===== src/rtl/mac_tanh_pkg.sv =====
// Shared types, default parameters and derived-width helpers for mac_tanh_engine.
// Optional feature macro: TANH_INTERP_EN (linear interpolation between LUT entries).
package mac_tanh_pkg;

    // Default configuration
    localparam int unsigned DATA_W_DEF   = 16;
    localparam int unsigned ADDR_W_DEF   = 12;
    localparam int unsigned VEC_LEN_DEF  = 16;
    localparam int unsigned NUM_OUT_DEF  = 16;
    localparam int unsigned ACC_W_DEF    = 36;
    localparam int unsigned IDX_LSB_DEF  = 24;
    localparam int unsigned LUT_AW_DEF   = 9;
    localparam int unsigned X_BASE_DEF   = 0;
    localparam int unsigned OUT_BASE_DEF = 256;

    // Sequencer states
    typedef enum logic [2:0] {
        ST_IDLE  = 3'd0,
        ST_MAC   = 3'd1,
        ST_DRAIN = 3'd2,
        ST_LUT0  = 3'd3,
        ST_LUT1  = 3'd4,
        ST_CALC  = 3'd5,
        ST_WR    = 3'd6
    } state_t;

    // Full-precision product width
    function automatic int unsigned prod_w(input int unsigned data_w);
        return 2 * data_w;
    endfunction

    // Number of LUT entries
    function automatic int unsigned lut_depth(input int unsigned lut_aw);
        return 1 << lut_aw;
    endfunction

    // Interpolation fraction width: everything below the LUT index
    function automatic int unsigned frac_w(input int unsigned idx_lsb);
        return idx_lsb;
    endfunction

    // Accumulator can hold VEC_LEN full products without overflow
    function automatic bit acc_w_ok(input int unsigned acc_w,
                                    input int unsigned data_w,
                                    input int unsigned vec_len);
        return acc_w >= (2 * data_w + $clog2(vec_len));
    endfunction

endpackage


===== src/rtl/tanh_interp.sv =====
// Combinational tanh activation: abs, LUT index saturation, optional linear
// interpolation and sign restore. Optional feature macro: TANH_INTERP_EN.
module tanh_interp
    import mac_tanh_pkg::*;
#(
    parameter int unsigned DATA_W  = DATA_W_DEF,
    parameter int unsigned ACC_W   = ACC_W_DEF,
    parameter int unsigned IDX_LSB = IDX_LSB_DEF,
    parameter int unsigned LUT_AW  = LUT_AW_DEF
) (
    input  logic [ACC_W-1:0]  acc,
    input  logic [DATA_W-1:0] l0,
`ifdef TANH_INTERP_EN
    input  logic [DATA_W-1:0] l1,
`endif
    output logic [LUT_AW-1:0] idx,
    output logic [DATA_W-1:0] y
);

    localparam int unsigned DEPTH = lut_depth(LUT_AW);

    logic              sgn;
    logic [ACC_W-1:0]  mag;
    logic [ACC_W-1:0]  idx_raw;
    logic              sat;
    logic [DATA_W-1:0] mag_y;

    // Sign/magnitude split; the most negative value maps to its unsigned magnitude
    always_comb begin
        sgn     = acc[ACC_W-1];
        mag     = sgn ? (~acc + ACC_W'(1)) : acc;
        idx_raw = mag >> IDX_LSB;
        sat     = (idx_raw >= ACC_W'(DEPTH - 1));
        idx     = sat ? LUT_AW'(DEPTH - 1) : LUT_AW'(idx_raw);
    end

`ifdef TANH_INTERP_EN
    localparam int unsigned FRAC_W = frac_w(IDX_LSB);
    localparam int unsigned MUL_W  = DATA_W + FRAC_W + 2;

    logic [FRAC_W-1:0]        frac;
    logic signed [DATA_W:0]   diff;
    logic signed [MUL_W-1:0]  step_full;

    // Linear interpolation between L0 and L1; fraction is zero once saturated
    always_comb begin
        frac      = sat ? '0 : mag[FRAC_W-1:0];
        diff      = $signed({1'b0, l1}) - $signed({1'b0, l0});
        step_full = MUL_W'(diff) * $signed(MUL_W'(frac));
        mag_y     = l0 + DATA_W'(step_full >>> IDX_LSB);
    end
`else
    // Nearest-lower LUT entry
    always_comb begin
        mag_y = l0;
    end
`endif

    // Restore sign (two's complement)
    always_comb begin
        y = sgn ? (~mag_y + DATA_W'(1)) : mag_y;
    end

endmodule


===== src/rtl/mac_tanh_engine.sv =====
// Matrix-vector MAC engine with tanh activation; results written back to SRAM.
// Optional feature macro: TANH_INTERP_EN (adds LUT1 state and interpolation).
module mac_tanh_engine
    import mac_tanh_pkg::*;
#(
    parameter int unsigned DATA_W   = DATA_W_DEF,
    parameter int unsigned ADDR_W   = ADDR_W_DEF,
    parameter int unsigned VEC_LEN  = VEC_LEN_DEF,
    parameter int unsigned NUM_OUT  = NUM_OUT_DEF,
    parameter int unsigned ACC_W    = ACC_W_DEF,
    parameter int unsigned IDX_LSB  = IDX_LSB_DEF,
    parameter int unsigned LUT_AW   = LUT_AW_DEF,
    parameter int unsigned X_BASE   = X_BASE_DEF,
    parameter int unsigned OUT_BASE = OUT_BASE_DEF
) (
    input  logic              clk,
    input  logic              reset_b,
    input  logic              xxx__dut__run,
    output logic              dut__xxx__busy,
    output logic [ADDR_W-1:0] dut__sram__write_address,
    output logic [DATA_W-1:0] dut__sram__write_data,
    output logic              dut__sram__write_enable,
    output logic [ADDR_W-1:0] dut__sram__read_address,
    input  logic [DATA_W-1:0] sram__dut__read_data,
    output logic [ADDR_W-1:0] dut__gmem__read_address,
    input  logic [DATA_W-1:0] gmem__dut__read_data,
    output logic [LUT_AW-1:0] dut__tanhmem__read_address,
    input  logic [DATA_W-1:0] tanhmem__dut__read_data
);

    localparam int unsigned PROD_W = prod_w(DATA_W);
    localparam int unsigned K_W    = $clog2(VEC_LEN);
    localparam int unsigned ROW_W  = (NUM_OUT > 1) ? $clog2(NUM_OUT) : 1;

    // Elaboration guard: accumulator must be wide enough to never overflow
    if (!acc_w_ok(ACC_W, DATA_W, VEC_LEN)) begin : g_acc_w_too_narrow
        $error("mac_tanh_engine: ACC_W below 2*DATA_W+clog2(VEC_LEN)");
    end

    state_t            state, state_nxt;
    logic [K_W-1:0]    k, k_nxt;
    logic [ROW_W-1:0]  row, row_nxt;
    logic              drain2, drain2_nxt;

    logic              busy_nxt;
    logic              we_nxt;
    logic [ADDR_W-1:0] waddr_nxt;
    logic [DATA_W-1:0] wdata_nxt;
    logic [ADDR_W-1:0] sram_ra_nxt;
    logic [ADDR_W-1:0] gmem_ra_nxt;
    logic [LUT_AW-1:0] lut_ra_nxt;

    logic                     rd_vld, rd_first;
    logic                     prod_vld, prod_first;
    logic signed [PROD_W-1:0] prod;
    logic [ACC_W-1:0]         prod_ext;
    logic [ACC_W-1:0]         acc, acc_d;

    logic [LUT_AW-1:0] idx;
    logic [DATA_W-1:0] y;
    logic [DATA_W-1:0] l0_src;

    // State, counters and registered outputs
    always_ff @(posedge clk or negedge reset_b) begin
        if (!reset_b) begin
            state                      <= ST_IDLE;
            k                          <= '0;
            row                        <= '0;
            drain2                     <= 1'b0;
            dut__xxx__busy             <= 1'b0;
            dut__sram__write_enable    <= 1'b0;
            dut__sram__write_address   <= '0;
            dut__sram__write_data      <= '0;
            dut__sram__read_address    <= '0;
            dut__gmem__read_address    <= '0;
            dut__tanhmem__read_address <= '0;
        end else begin
            state                      <= state_nxt;
            k                          <= k_nxt;
            row                        <= row_nxt;
            drain2                     <= drain2_nxt;
            dut__xxx__busy             <= busy_nxt;
            dut__sram__write_enable    <= we_nxt;
            dut__sram__write_address   <= waddr_nxt;
            dut__sram__write_data      <= wdata_nxt;
            dut__sram__read_address    <= sram_ra_nxt;
            dut__gmem__read_address    <= gmem_ra_nxt;
            dut__tanhmem__read_address <= lut_ra_nxt;
        end
    end

    // Next-state sequencing and next values of the registered outputs
    always_comb begin
        state_nxt   = state;
        k_nxt       = k;
        row_nxt     = row;
        drain2_nxt  = drain2;
        waddr_nxt   = dut__sram__write_address;
        wdata_nxt   = dut__sram__write_data;
        sram_ra_nxt = dut__sram__read_address;
        gmem_ra_nxt = dut__gmem__read_address;
        lut_ra_nxt  = dut__tanhmem__read_address;

        case (state)
            ST_IDLE: begin
                if (xxx__dut__run) begin
                    state_nxt = ST_MAC;
                    k_nxt     = '0;
                    row_nxt   = '0;
                end
            end
            ST_MAC: begin
                if (k == K_W'(VEC_LEN - 1)) begin
                    state_nxt  = ST_DRAIN;
                    drain2_nxt = 1'b0;
                end else begin
                    k_nxt = k + K_W'(1);
                end
            end
            ST_DRAIN: begin
                if (drain2) begin
                    state_nxt = ST_LUT0;
                end else begin
                    drain2_nxt = 1'b1;
                end
            end
            ST_LUT0: begin
`ifdef TANH_INTERP_EN
                state_nxt = ST_LUT1;
`else
                state_nxt = ST_CALC;
`endif
            end
            ST_LUT1: begin
                state_nxt = ST_CALC;
            end
            ST_CALC: begin
                state_nxt = ST_WR;
                waddr_nxt = ADDR_W'(OUT_BASE) + ADDR_W'(row);
                wdata_nxt = y;
            end
            ST_WR: begin
                if (row == ROW_W'(NUM_OUT - 1)) begin
                    state_nxt = ST_IDLE;
                end else begin
                    state_nxt = ST_MAC;
                    row_nxt   = row + ROW_W'(1);
                    k_nxt     = '0;
                end
            end
            default: begin
                state_nxt = ST_IDLE;
            end
        endcase

        // Addresses are launched one cycle ahead so they are valid in the state itself
        if (state_nxt == ST_MAC) begin
            sram_ra_nxt = ADDR_W'(X_BASE) + ADDR_W'(k_nxt);
            gmem_ra_nxt = ADDR_W'(row_nxt) * ADDR_W'(VEC_LEN) + ADDR_W'(k_nxt);
        end
        if (state_nxt == ST_LUT0) begin
            lut_ra_nxt = idx;
        end
        if (state_nxt == ST_LUT1) begin
            lut_ra_nxt = idx + LUT_AW'(1);
        end

        busy_nxt = (state_nxt != ST_IDLE);
        we_nxt   = (state_nxt == ST_WR);
    end

    // Read-data valid tracking, product register and accumulator
    always_ff @(posedge clk or negedge reset_b) begin
        if (!reset_b) begin
            rd_vld     <= 1'b0;
            rd_first   <= 1'b0;
            prod_vld   <= 1'b0;
            prod_first <= 1'b0;
            prod       <= '0;
            acc        <= '0;
        end else begin
            rd_vld     <= (state == ST_MAC);
            rd_first   <= (state == ST_MAC) && (k == '0);
            prod_vld   <= rd_vld;
            prod_first <= rd_first;
            if (rd_vld) begin
                prod <= PROD_W'($signed(sram__dut__read_data)) *
                        PROD_W'($signed(gmem__dut__read_data));
            end
            acc <= acc_d;
        end
    end

    // Value acc takes at the next edge; lets the LUT0 address launch from the final sum
    always_comb begin
        prod_ext = {{(ACC_W - PROD_W){prod[PROD_W-1]}}, prod};
        acc_d    = acc;
        if (prod_vld) begin
            acc_d = prod_first ? prod_ext : (acc + prod_ext);
        end
    end

`ifdef TANH_INTERP_EN
    logic [DATA_W-1:0] l0_q;

    // Lower LUT entry arrives during LUT1
    always_ff @(posedge clk or negedge reset_b) begin
        if (!reset_b) begin
            l0_q <= '0;
        end else if (state == ST_LUT1) begin
            l0_q <= tanhmem__dut__read_data;
        end
    end

    // Interpolation uses the held L0 and the live L1
    always_comb begin
        l0_src = l0_q;
    end
`else
    // L0 is consumed directly from the LUT in CALC
    always_comb begin
        l0_src = tanhmem__dut__read_data;
    end
`endif

    tanh_interp #(
        .DATA_W  (DATA_W),
        .ACC_W   (ACC_W),
        .IDX_LSB (IDX_LSB),
        .LUT_AW  (LUT_AW)
    ) u_tanh_interp (
        .acc (acc_d),
        .l0  (l0_src),
`ifdef TANH_INTERP_EN
        .l1  (tanhmem__dut__read_data),
`endif
        .idx (idx),
        .y   (y)
    );

endmodule


===== config.mk =====
export PLATFORM = sky130hd
export DESIGN_NAME = mac_tanh_engine
export DESIGN_NICKNAME = d
export VERILOG_FILES = /design/src/rtl/mac_tanh_pkg.sv /design/src/rtl/tanh_interp.sv /design/src/rtl/mac_tanh_engine.sv
export SDC_FILE = /design/constraint.sdc
export NUM_CORES = 1
export LEC_CHECK = 0
export BUFFER_PORTS_ARGS = -buffer_cell sky130_fd_sc_hd__clkbuf_2
export CAP_MARGIN = 20
export CORE_MARGIN = 2
export CORE_UTILIZATION = 30
export DETAILED_ROUTE_END_ITERATION = 10
export PLACE_DENSITY_LB_ADDON = 0.3
export SLEW_MARGIN = 0
export SYNTH_ARGS = -nofsm -noshare
export SYNTH_HDL_FRONTEND = slang
export SYNTH_SLANG_ARGS = --single-unit

===== constraint.sdc =====
create_clock -name clk -period 3.7 [get_ports clk]
set_input_delay 0.185 -clock clk [delete_from_list [all_inputs] [get_ports clk]]
set_output_delay 0.185 -clock clk [all_outputs]
set_load 0.05 [all_outputs]

# ---- After elaboration in Yosys (flattened, before gate mapping)
# Index checks and enable logic that the tools add are counted.
dict set report op_classes {
  add_sub_neg 8
  n_mul 1
  magnitude_cmp 1
  n_eq_ne 13
  muxes 21
  n_bitwise 2
  n_reduce_logical 8
}
# operator n
set op_table {}
lappend op_table {{36-bit two-way mux} 3}
lappend op_table {{36-bit by 1-bit adder with 36-bit output, second input constant} 1}
lappend op_table {{36-bit adder} 1}
lappend op_table {{36-bit inverter} 1}
lappend op_table {{16-bit by 16-bit multiplier with 32-bit output} 1}
lappend op_table {{9-bit two-way mux} 3}
lappend op_table {{4-bit two-way mux} 5}
lappend op_table {{3-bit one-hot mux with 6 select lines} 1}
lappend op_table {{16-bit by 1-bit adder with 16-bit output, second input constant} 1}
lappend op_table {{16-bit two-way mux} 1}
lappend op_table {{16-bit inverter} 1}
lappend op_table {{3-bit equality test, second input constant} 5}
lappend op_table {{12-bit by 9-bit >= comparator with 1-bit output, second input constant} 1}
lappend op_table {{4-bit one-hot mux with 3 select lines} 1}
lappend op_table {{9-bit by 4-bit adder with 10-bit output, first input constant} 1}
lappend op_table {{8-bit by 4-bit adder with 9-bit output} 1}
lappend op_table {{9-bit by 1-bit adder with 9-bit output, second input constant} 1}
lappend op_table {{3-bit by 2-bit equality test with 1-bit output, second input constant} 3}
lappend op_table {{3-bit two-way mux} 3}
lappend op_table {{4-bit by 1-bit adder with 4-bit output, second input constant} 2}
lappend op_table {{4-bit equality test, second input constant} 2}
lappend op_table {{4-bit one-hot mux with 2 select lines} 1}
lappend op_table {{3-bit by 1-bit equality test with 1-bit output, second input constant} 2}
lappend op_table {{4-bit logical NOT} 1}
lappend op_table {{other kinds (9)} 11}
dict set report word_totals {
  reg_bits 139
  in_bits 51
  out_inout_bits 63
  wordCells 71
}

# ---- Longest topological paths before layout
dict set report depth {
  word_depth 10
  ltp_mapped 27
  ltp_nobuf 26
}

# ---- Hierarchy
# From an unflattened synthesis, not the netlist that was laid out.
dict set report hier_totals {
  hier_cells 1928
  hier_area_um2 17626.9
}
# mod instances cells_per_inst area_each_um2 seq_area_each_um2
set by_module_without_submodules {}
lappend by_module_without_submodules {mac_tanh_engine 1 1831 16977.5 3103.0}
lappend by_module_without_submodules {tanh_interp 1 97 649.4 0.0}

# ---- Least setup slack after synthesis
# No wires, ideal clock.
dict set report synth_timing {
  path_kind {input to register}
  startpoint {in sram__dut__read_data[5]}
  endpoint {reg prod[31]}
  setup_time_ns 0.125
  t_arrival_ns 6.229
  required_ns 3.575
  path_slack_ns -2.654
  stages 24
  path_buffers 1
  cell_sequence {clkbuf_1 > nand2_1 > fa_1 > inv_1 > fa_1 > inv_1 > fa_1 > fa_1 > inv_1 > fa_1 > fa_1 > ha_1 > a21o_1 > a21oi_1 > nand2_1 > o211ai_1 > a21oi_1 > o41a_1 > a211o_1 > a31oi_1 > o21ai_0 > a31oi_1 > xnor2_1 > mux2_2}
}
dict set report synth_via {
  elab_chain_cells 1
}
# element line_no
set synth_lines {}
lappend synth_lines {{from (decl)} mac_tanh_engine.sv:24} ;# input logic [DATA_W-1:0] sram__dut__read_data,
lappend synth_lines {{16-bit by 16-bit multiplier with 32-bit output} mac_tanh_engine.sv:187} ;# prod <= PROD_W'($signed(sram__dut__read_data)) *
lappend synth_lines {{to (signal assigned)} mac_tanh_engine.sv:187}
lappend synth_lines {{to (decl)} mac_tanh_engine.sv:55} ;# logic signed [PROD_W-1:0] prod;
# No other way between the ends.
# A chain may end at the register's enable or synchronous reset.

# ---- Final worst setup path
# Same ends and word-level chain as after synthesis.

==> run_results.csv <==
group,metric,value,unit
run_status,outcome,"finished, violations left",
run_status,violations,"setup timing",
worst_setup_path,reg2reg_to,"dut__tanhmem__read_address[8]",
floorplanning,dieArea,60180,µm²
timing,fmax,173.0,MHz
clock_network,cts.clk_slew.worst_paths,70,ps
clock_network,cts_num_sinks,124,
timing,finalHoldViolCount,0,
clock_network,htreeDepth,4,
worst_hold_path,min_path_type,"primary input to flop",
floorplanning,die_x,245.3,µm
placed_design,place_hpwl,37.33,mm
synth,syn-cell-area,17470,µm²
worst_setup_path,path_max_fanout,4,
timing,rsz0062_at_grt,"true",
worst_setup_path,crit_path_start,"sram__dut__read_data[5]",
worst_setup_path,worst_setup_path_end_kind,"flop",
worst_setup_path,reg2reg_depth,19,
global_routing,grtUsageTotal,15.89,%
clock_network,cts_buffer_depth,2,
floorplanning,die_h,245.3,µm
global_routing,antenna_found_initial,0,
timing,slew_violations,0,
floorplanning,core-area,57590,µm²
timing,relSlewSlack,34.03,%
synth,async_flop_share,100.0,%
timing,tightest_slew,985.2,ps
synth,syn_inst,1907,
worst_setup_path,arrival,6090,ps
cells_and_area,fin_nets,2710,
synth,yosysWarnings,0,
floorplanning,pin_count,114,
clock_network,cts_buffers,17,
global_routing,grt_start_max_net_pins,75,
synth,ys_ff_latch,124,
drt,drc,0,
timing,worst_hold_slack,40.49,ps
cells_and_area,area_growth,30.22,%
synth,synth-edff-count,0,
worst_setup_path,r2r_slack,-430,ps
drt,wl_per_cell,14.89,µm
drt,drt-total-wl,45.45,mm
placed_design,port_buffers,94,
global_routing,grt_pass1_vias,15770,
timing,setup_ws,-2082,ps
synth,ys_seq_area_share,17.76,%
synth,synth_cell_types,79,
floorplanning,row_count,88,
clock_network,cts_root_buf,"clkbuf_16",
timing,clock-skew-final,14.66,ps
clock_network,cts_tree,"yes",
placed_design,placed_cells,2981,
flow_run,cap_violations,0,
timing,fin_crit,5782,ps
drt,route.vias.total,14350,
drt,ant_nets,0,
worst_setup_path,critPathLaunchType,"primary input",
placed_design,gp_congestion,0.8511,
worst_setup_path,worstSetupPathType,"primary input to flop",
clock_network,insertion_delay,430,ps
drt,drt_iter0_drc,679,
worst_setup_path,required,4010,ps
cells_and_area,n_antenna_cell,0,
worst_setup_path,endpoint,"prod[31]",
global_routing,grt_pass1_wl,77.88,mm
timing,period_share,156.3,%
timing,setup_violations,37,
global_routing,overflow,0,
cells_and_area,layout-drive-gt1-share,28.02,%
synth,syn_avg_cell_area,9.161,µm²
floorplanning,initial_core_util,30.34,%
synth,ys.flop_type,"dfrtp_1",
cells_and_area,fin_cells,3053,
drt,via_per_inst,4.700,
drt,dr.pass1.iters,7,
worst_setup_path,r2r-start,"prod[0]",
-- Yosys cell counts (all sizes together) (5+ instances only) --
cell type	count	area (µm²)
inv	318	1194
fa	263	5265
nand2	236	885.9
dfrtp	124	3103
ha	121	1514
and2	104	650.6
nor2	82	307.8
o21ai	81	416.7
a21oi	78	405.4
xnor2	59	516.8
clkbuf	50	187.7
buf	41	312.8
mux2	34	382.9
nand2b	29	181.4
a21o	24	180.2
a31oi	22	143.9
nand3	22	110.1
xor2	22	192.7
nor3	18	101.4
a211oi	14	110.1
nor2b	14	87.58
o211ai	13	102.6
o21a	13	97.59
nand4	12	81.33
mux2i	10	100.1
and3	9	56.30
o31ai	9	72.57
or3	9	56.30
a221o	6	60.06
o21bai	6	45.04
o311ai	5	43.80
or4	5	37.54
-- flip-flops by register name, summed over array words and instances, names as in the netlist --
signal / count
acc: 36
prod: 32
dut__sram__write_data: 16
dut__tanhmem__read_address: 9
dut__gmem__read_address: 5
dut__sram__write_address: 5
k: 4
row: 4
dut__sram__read_address: 3
state: 3
drain2: 1
dut__sram__write_enable: 1
dut__xxx__busy: 1
prod_first: 1
prod_vld: 1
rd_first: 1
rd_vld: 1
-- through the flow --
| step | setup TNS (ps) | worst slack [ps] | util [%] | area [µm²] |
|---|---|---|---|---|
| floorplan | -33330 | -2229 | - | 18010 |
| global placement | -56730 | -2639 | 36.33 | 20920 |
| detailed placement | -57860 | -2647 | 36.33 | 20920 |
| CTS | -37160 | -2069 | 38.74 | 22310 |
| global route | -47980 | -2330 | 39.50 | 22750 |
| finish | -37980 | -2082 | 39.50 | 22750 |
-- per-layer routing --
layer | global-route usage (%) | up-vias | share of wire (%)
li1 | - | 6805 | -
met1 | 19.83 | 7275 | 44
met2 | 29.30 | 221 | 52
met3 | 1.473 | 48 | 2.5
met4 | 3.892 | 0 | 1.7
met5 | 0 | - | 0
-- area by class of cell --
class | count | area (µm²)
clock inverter | 14 | 198.9
sequential | 124 | 3103
tap | 765 | 957.2
clock buffer | 18 | 439.2
timing repair buffer | 421 | 3267
fill | 5663 | 34840
inverter | 320 | 1204
multi-input combinational | 1391 | 13580
-- worst max-delay path, cell delays in order --
cell       delay, ps
clkbuf_16        120
nand2_4           50
fa_1             550
inv_2             40
fa_1             530
inv_1             50
fa_1             450
fa_1             510
inv_2             40
fa_1             540
fa_1             450
ha_4             230
a21o_1           180
a21oi_2          120
nand2_1           80
o211ai_1         300
a21oi_2          110
o41a_1           370
a211o_1          340
a31oi_4          170
o21ai_1          100
a31oi_1          200
xnor2_1          100
mux2_4           260
-- cells in the final DEF (no fill, tap or decap), types with 28 or more instances in the layout --
master      n
clkbuf_2   74
o21ai_0    45
nor2_1     78
buf_4     298
ha_1       95
a21oi_1    60
fa_1      256
dfrtp_1   124
xnor2_1    55
nand2b_1   28
inv_1     299
nand2_1   222
and2_1     95
-- how the worst min path moves through the flow --
stage                                start                         to  depth (start not counted)
2_1_floorplan                      reset_b                     acc[0]                          0
3_3_place_gp                      rd_first                 prod_first                          0
3_5_place_dp                      rd_first                 prod_first                          0
4_1_cts        tanhmem__dut__read_data[15]  dut__sram__write_data[15]                          3
5_1_grt        tanhmem__dut__read_data[15]  dut__sram__write_data[15]                          3
6_report       tanhmem__dut__read_data[15]  dut__sram__write_data[15]                          3
-- timing repair --
action | 4_1_cts | 5_1_grt
hold buffers | 1 | 0
cloned | 2 | 0
pin swaps | 69 | 31
resized for setup | 118 | 67
endpoints found under the hold margin | 20 | 0
buffers inserted | 23 | 16
setup endpoints to repair | 49 | 50
-- cells by family (layout without fill, tap and decap cells) --
kind of cell / count (synthesis) / in the layout / share of synthesized area, %
simple gates: 555 / 555 / 15.41
buf+inv: 411 / 773 / 9.741
fa+ha+maj: 384 / 384 / 38.81
compound gates: 307 / 308 / 11.43
flops: 124 / 124 / 17.76
xor+xnor: 81 / 81 / 4.061
mux: 44 / 44 / 2.765
other cells: 1 / 19 / 0.02147
Power is not shown: default switching activity piles up to over one toggle a cycle in this logic, so the estimate is an artifact.
